$ cat src/rtl/fp16_pkg.sv
// rtl/fp16_pkg.sv - FP16 constants shared by the scale stage and the output packer
package fp16_pkg;

    localparam int FP16_W        = 16;
    localparam int FP16_SIGN_BIT = 15;

    localparam logic [FP16_W-1:0] FP16_ZERO    = 16'h0000;
    localparam logic [FP16_W-1:0] FP16_POS_INF = 16'h7C00;
    localparam logic [FP16_W-1:0] FP16_NEG_INF = 16'hFC00;

    typedef logic [FP16_W-1:0] fp16_t;

endpackage

$ cat src/rtl/fp16_out_packer_if.sv
// rtl/fp16_out_packer_if.sv - element input stream and packed word output stream of fp16_out_packer
interface fp16_out_packer_if #(
    parameter int LANES      = 4,
    parameter int FIFO_DEPTH = 4,
    parameter int LVL_W      = $clog2(FIFO_DEPTH + 1)
);
    logic                  in_valid;
    logic                  in_ready;
    logic [15:0]           in_data;
    logic                  in_last;
    logic                  out_valid;
    logic                  out_ready;
    logic [16*LANES-1:0]   out_data;
    logic [LANES-1:0]      out_keep;
    logic                  out_last;
    logic [LVL_W-1:0]      fifo_level;

    // master: the environment feeding elements and draining words
    modport master (
        output in_valid, in_data, in_last, out_ready,
        input  in_ready, out_valid, out_data, out_keep, out_last, fifo_level
    );

    // slave: the packer itself
    modport slave (
        input  in_valid, in_data, in_last, out_ready,
        output in_ready, out_valid, out_data, out_keep, out_last, fifo_level
    );
endinterface

$ cat src/rtl/sync_fifo_fwft.sv
// rtl/sync_fifo_fwft.sv - first-word-fall-through FIFO, power-of-two depth, async active-low reset
module sync_fifo_fwft #(
    parameter int WIDTH = 8,
    parameter int DEPTH = 4,
    parameter int LVL_W = $clog2(DEPTH + 1)
) (
    input  logic             clk,
    input  logic             rst_n,
    input  logic             push,
    input  logic [WIDTH-1:0] push_data,
    input  logic             pop,
    output logic [WIDTH-1:0] pop_data,
    output logic             full,
    output logic             empty,
    output logic [LVL_W-1:0] level
);
    localparam int PTR_W = $clog2(DEPTH);

    logic [WIDTH-1:0] mem [DEPTH];
    logic [PTR_W-1:0] wr_ptr;
    logic [PTR_W-1:0] rd_ptr;
    logic             do_push;
    logic             do_pop;

    assign full     = (level == LVL_W'(DEPTH));
    assign empty    = (level == '0);
    assign do_push  = push && !full;
    assign do_pop   = pop && !empty;
    // head is gated so a drained FIFO presents zeros rather than stale data
    assign pop_data = empty ? '0 : mem[rd_ptr];

    always_ff @(posedge clk or negedge rst_n) begin
        if (!rst_n) begin
            wr_ptr <= '0;
            rd_ptr <= '0;
            level  <= '0;
            for (int i = 0; i < DEPTH; i++) begin
                mem[i] <= '0;
            end
        end else begin
            if (do_push) begin
                mem[wr_ptr] <= push_data;
                wr_ptr      <= wr_ptr + 1'b1;
            end
            if (do_pop) begin
                rd_ptr <= rd_ptr + 1'b1;
            end
            case ({do_push, do_pop})
                2'b10:   level <= level + LVL_W'(1);
                2'b01:   level <= level - LVL_W'(1);
                default: level <= level;
            endcase
        end
    end
endmodule

$ cat src/rtl/fp16_out_packer.sv
// rtl/fp16_out_packer.sv - packs serial FP16 results into LANES-wide words; FP16_OUT_RELU_EN zeroes negatives
module fp16_out_packer
    import fp16_pkg::*;
#(
    parameter int LANES      = 4,
    parameter int FIFO_DEPTH = 4,
    parameter int LVL_W      = $clog2(FIFO_DEPTH + 1)
) (
    input  logic                clk,
    input  logic                rst_n,
    fp16_out_packer_if.slave    bus
);
    localparam int LCW    = $clog2(LANES);
    localparam int WORD_W = FP16_W * LANES;
    localparam int ENT_W  = WORD_W + LANES + 1;

    logic [LCW-1:0]    lane_cnt;
    logic [WORD_W-1:0] pack_q;
    logic [WORD_W-1:0] word_c;
    logic [LANES-1:0]  keep_c;
    fp16_t             elem;
    logic              accept;
    logic              word_done;
    logic              fifo_full;
    logic              fifo_empty;
    logic [ENT_W-1:0]  head;

`ifdef FP16_OUT_RELU_EN
    assign elem = bus.in_data[FP16_SIGN_BIT] ? FP16_ZERO : bus.in_data;
`else
    assign elem = bus.in_data;
`endif

    assign bus.in_ready = !fifo_full;
    assign accept       = bus.in_valid && bus.in_ready;
    assign word_done    = accept && ((lane_cnt == LCW'(LANES - 1)) || bus.in_last);

    // lanes above lane_cnt are still zero in pack_q, so a partial word needs no masking
    always_comb begin
        word_c = pack_q;
        keep_c = '0;
        for (int i = 0; i < LANES; i++) begin
            if (LCW'(i) == lane_cnt) begin
                word_c[i*FP16_W +: FP16_W] = elem;
            end
            keep_c[i] = (LCW'(i) <= lane_cnt);
        end
    end

    always_ff @(posedge clk or negedge rst_n) begin
        if (!rst_n) begin
            lane_cnt <= '0;
            pack_q   <= '0;
        end else if (accept) begin
            if (word_done) begin
                lane_cnt <= '0;
                pack_q   <= '0;
            end else begin
                lane_cnt <= lane_cnt + 1'b1;
                pack_q   <= word_c;
            end
        end
    end

    sync_fifo_fwft #(
        .WIDTH (ENT_W),
        .DEPTH (FIFO_DEPTH),
        .LVL_W (LVL_W)
    ) u_fifo (
        .clk       (clk),
        .rst_n     (rst_n),
        .push      (word_done),
        .push_data ({word_c, keep_c, bus.in_last}),
        .pop       (bus.out_valid && bus.out_ready),
        .pop_data  (head),
        .full      (fifo_full),
        .empty     (fifo_empty),
        .level     (bus.fifo_level)
    );

    assign bus.out_valid = !fifo_empty;
    assign bus.out_data  = head[ENT_W-1 -: WORD_W];
    assign bus.out_keep  = head[LANES:1];
    assign bus.out_last  = head[0];
endmodule

$ cat src/flat_wrapper.sv
// flat-port wrapper written by rule: the top's interface ports become plain ports
module fp16_out_packer_flat import fp16_pkg::*;
#(
    parameter int LANES      = 4,
    parameter int FIFO_DEPTH = 4,
    parameter int LVL_W      = $clog2(FIFO_DEPTH + 1)
)
  (clk, rst_n, bus_in_valid, bus_in_data, bus_in_last, bus_out_ready, bus_in_ready, bus_out_valid, bus_out_data, bus_out_keep, bus_out_last, bus_fifo_level);
  fp16_out_packer_if #(.LANES(LANES), .FIFO_DEPTH(FIFO_DEPTH), .LVL_W(LVL_W)) bus_i ();
  input  logic clk;
  input  logic rst_n;
  input wire logic [$bits(bus_i.in_valid)-1:0] bus_in_valid;
  input wire logic [$bits(bus_i.in_data)-1:0] bus_in_data;
  input wire logic [$bits(bus_i.in_last)-1:0] bus_in_last;
  input wire logic [$bits(bus_i.out_ready)-1:0] bus_out_ready;
  output wire logic [$bits(bus_i.in_ready)-1:0] bus_in_ready;
  output wire logic [$bits(bus_i.out_valid)-1:0] bus_out_valid;
  output wire logic [$bits(bus_i.out_data)-1:0] bus_out_data;
  output wire logic [$bits(bus_i.out_keep)-1:0] bus_out_keep;
  output wire logic [$bits(bus_i.out_last)-1:0] bus_out_last;
  output wire logic [$bits(bus_i.fifo_level)-1:0] bus_fifo_level;
  assign bus_i.in_valid = bus_in_valid;
  assign bus_i.in_data = bus_in_data;
  assign bus_i.in_last = bus_in_last;
  assign bus_i.out_ready = bus_out_ready;
  assign bus_in_ready = bus_i.in_ready;
  assign bus_out_valid = bus_i.out_valid;
  assign bus_out_data = bus_i.out_data;
  assign bus_out_keep = bus_i.out_keep;
  assign bus_out_last = bus_i.out_last;
  assign bus_fifo_level = bus_i.fifo_level;
  fp16_out_packer #(.LANES(LANES), .FIFO_DEPTH(FIFO_DEPTH), .LVL_W(LVL_W)) u_core (.clk(clk), .rst_n(rst_n), .bus(bus_i));
endmodule
$ cat config.mk
export PLATFORM = sky130hd
export DESIGN_NAME = fp16_out_packer_flat
export DESIGN_NICKNAME = d
export VERILOG_FILES = /design/src/rtl/fp16_pkg.sv /design/src/rtl/fp16_out_packer_if.sv /design/src/rtl/sync_fifo_fwft.sv /design/src/rtl/fp16_out_packer.sv /design/src/flat_wrapper.sv
export SDC_FILE = /design/constraint.sdc
export NUM_CORES = 1
export LEC_CHECK = 0
export ABC_AREA = 1
export CELL_PAD_IN_SITES_DETAIL_PLACEMENT = 1
export CELL_PAD_IN_SITES_GLOBAL_PLACEMENT = 2
export CORE_UTILIZATION = 36
export CTS_BUF_LIST = sky130_fd_sc_hd__clkbuf_16
export DETAILED_ROUTE_END_ITERATION = 6
export PLACE_DENSITY = 0.78
export SLEW_MARGIN = 20
export SYNTH_ARGS = -nofsm -noshare
export SYNTH_HDL_FRONTEND = slang
export SYNTH_SLANG_ARGS = --single-unit
$ cat constraint.sdc
create_clock -name clk -period 3.3 [get_ports clk]
set_input_delay 0.66 -clock clk [delete_from_list [all_inputs] [get_ports clk]]
set_output_delay 0.66 -clock clk [all_outputs]
set_load 0.005 [all_outputs]
==> metrics <==
first-pass GRT wire length 101,000 um; most numerous cell in the Yosys netlist nand2_1; Critical R2R Capture u_core.u_fifo.level[2]; routability cong. 0.766; Fin. Hold Viols 0; GRT Overall Usage 0.263; Worst Tran Pin Value 0.909 ns; FF-to-FF setup slack 0.98 ns; number of synthesized flops with an enable pin 0; Crit path top cell by count nor2_1; vias per cell 5.57; Hold Crit Class input pin to asynchronous set/reset pin; cell count after synthesis 2,290; Layout area overhead 16.3%; clock tree buffer depth 3; Initial Util 0.365; Remaining Overflow, GRT 0; Register-to-Register Path Depth 11; Die H 222 um; clock sinks 349; initial DRC count 1,293; H-tree Lvls 2; die area 0.0493 mm^2; flops & latches, synth 349; share of layout cells above drive strength 1 0.0597; Leak 0.0104 uW; initial antenna violation count 0; Worst Path Required 2.64 ns; Yosys top cell area share 0.501; Synth Warn # 0; startpoint class of the critical path register; vias in the first global route 17,030; RSZ-0062 raised after global routing true; slowest CP cell clkdlybuf4s50_1; Worst Setup EP bus_out_data[32]; Final Non-Filler Cells 2,926; R2R Path Start u_core.lane_cnt[0]; register area share after synthesis 0.501; DRT Pass-1 Iters 5; power density over cell area 1030 mW/mm^2; post-synth cell types 27; max_cap viols 0; largest area contributor in the netlist dfrtp_1; Synth Flop Type dfrtp_1; Final HPWL DP 36,800 um; Finished Core Util 0.425; critical path endpoint category primary output; CTS Buf Count 43; post-route clock period utilization 0.975; CTS tree done; pin count of the biggest net entering global routing 93; Post-Route WL 64,400 um; syn nets 2,322; wire per inst 22.0 um; maximum vdd drop 0.562 mV; Seq. cell area 0.00874 mm^2; area of the multi-input gates 0.00765 mm^2; Final nets 2,315; Final Power 21,000 uW; Root Buffer clkbuf_16; crit-path cells buf_16 -> nor2_1 -> nor2_1 -> o21ai_0 -> a21oi_1 -> clkdlybuf4s50_1; Synth Cell Area 0.0174 mm^2; Syn Area/Cell 7.62 um^2; Placed Cells 2,853; Vias 16,303; arrival time at the worst endpoint 2.56 ns; DRC viols 0; Post-synth top cells nand2_1, dfrtp_1, nor2_1; Max-slew headroom 0.394; final setup vio count 0; post-synthesis async set-or-reset flop share 1.00; crit path max fanout 72; ranking of synthesized cells by area dfrtp_1, nand2_1, nand4_1; max frequency 0.311 GHz; Final min period 3.22 ns; setup TNS 0 ns; Ports 95; ant diodes 0; Skew-Pair Late Insertion Delay 0.57 ns; IO buf count 94; CTS clk-pin slew, worst paths 0.06 ns; Worst path max stage delay 0.55 ns; row cnt 80; chip width 222 um; core area 0.0477 mm^2; Layout Skew 0.00763 ns; Filler cells 5,802; kind of critical path register to primary output; DRT antenna net count 0; crit path from u_core.u_fifo.rd_ptr[0]; status completed; final slew viol count 0
==> state kept, by name, summed over array words and instances, names as in the netlist <==
name                  count
u_core.lane_cnt           2
u_core.pack_q            64
u_core.u_fifo.level       3
u_core.u_fifo.mem       276
u_core.u_fifo.rd_ptr      2
u_core.u_fifo.wr_ptr      2
==> per-layer routing <==
layer	GRT usage	routed length [um]	up-vias	share of wire
met5	0	0	-	0
met4	0.0694	1470	0	0.023
met3	0.0345	2460	73	0.038
met2	0.442	31000	341	0.48
met1	0.356	29500	8373	0.46
li1	-	-	7516	-
==> where the power goes <==
part	switching [uW]	internal (uW)	leakage, uW	total, uW
Sequential	823	5750	0.00467	6570
Clock	1900	2670	0.000685	4570
Combinational	6240	3580	0.00507	9820
Total	8960	12000	0.0104	21000
==> placed cells by master (no fill, tap or decap), drive strengths merged <==
cell type      count
nand2            868
clkdlybuf4s50     93
inv               48
ha                10
xor2               2
clkinvlp           1
buf               58
nand4            276
clkinv            15
fa                 1
dfrtp            349
o211ai             2
nor2             277
nand3             51
o21ai            141
bufinv             3
a21oi             70
xnor2              1
clkbuf            45
==> layout make-up <==
class,count,area share
inverters,39,0.00790
repair buffers,151,0.0811
clock inverters,28,0.00950
well taps,615,0.0379
multi-input cells,1699,0.377
clock buffers,45,0.0555
flip-flops and latches,349,0.431
==> worst max-delay path: cells and delay by family, from the launching register on <==
kind	cells	cell delay, ns
DFF	1	0.47
AOI/OAI and AO/OA	2	0.34
buffers and inverters	2	0.86
and+or+nand+nor	2	0.20
==> how the worst min path moves through the flow <==
| stage | from | end | slack, ns |
|---|---|---|---|
| after CTS | rst_n | u_core.u_fifo.mem[207] | 0.08 |
| after floorplan | rst_n | u_core.lane_cnt[0] | 0.36 |
| after detailed placement | u_core.u_fifo.mem[1] | u_core.u_fifo.mem[1] | 0.44 |
| after global placement | u_core.u_fifo.mem[1] | u_core.u_fifo.mem[1] | 0.44 |
| after global routing | rst_n | u_core.u_fifo.mem[207] | 0.10 |
| final | rst_n | u_core.u_fifo.mem[207] | 0.05 |
==> kinds of logic (layout without fill, tap and decap cells) <==
| family | count (synthesis) | in the layout | share of synthesized area |
|---|---|---|---|
| xor+xnor | 3 | 3 | 0.00151 |
| buf+inv | 242 | 263 | 0.0650 |
| flops | 349 | 349 | 0.501 |
| simple gates | 1472 | 1472 | 0.363 |
| compound gates | 213 | 213 | 0.0616 |
| fa+ha+maj | 11 | 11 | 0.00832 |
==> per-stage QoR <==
stage	setup WS (ns)	cell area [um^2]	hold WS, ns
final	0.0839	20300	0.0452
after floorplan	0.978	17400	0.364
after global routing	-0.0259	20300	0.100
after CTS	0.0243	20200	0.0829
after global placement	0.511	18900	0.439
after detailed placement	0.507	18900	0.444
==> timing repair <==
action | CTS | global route
endpoints found under the setup margin | 37 | 20
buffers inserted | 0 | 0
resized for setup | 1 | 14
hold buffers | 0 | 0
pin swaps | 0 | 0
No activity file was read; power rests on OpenSTA's default activity.
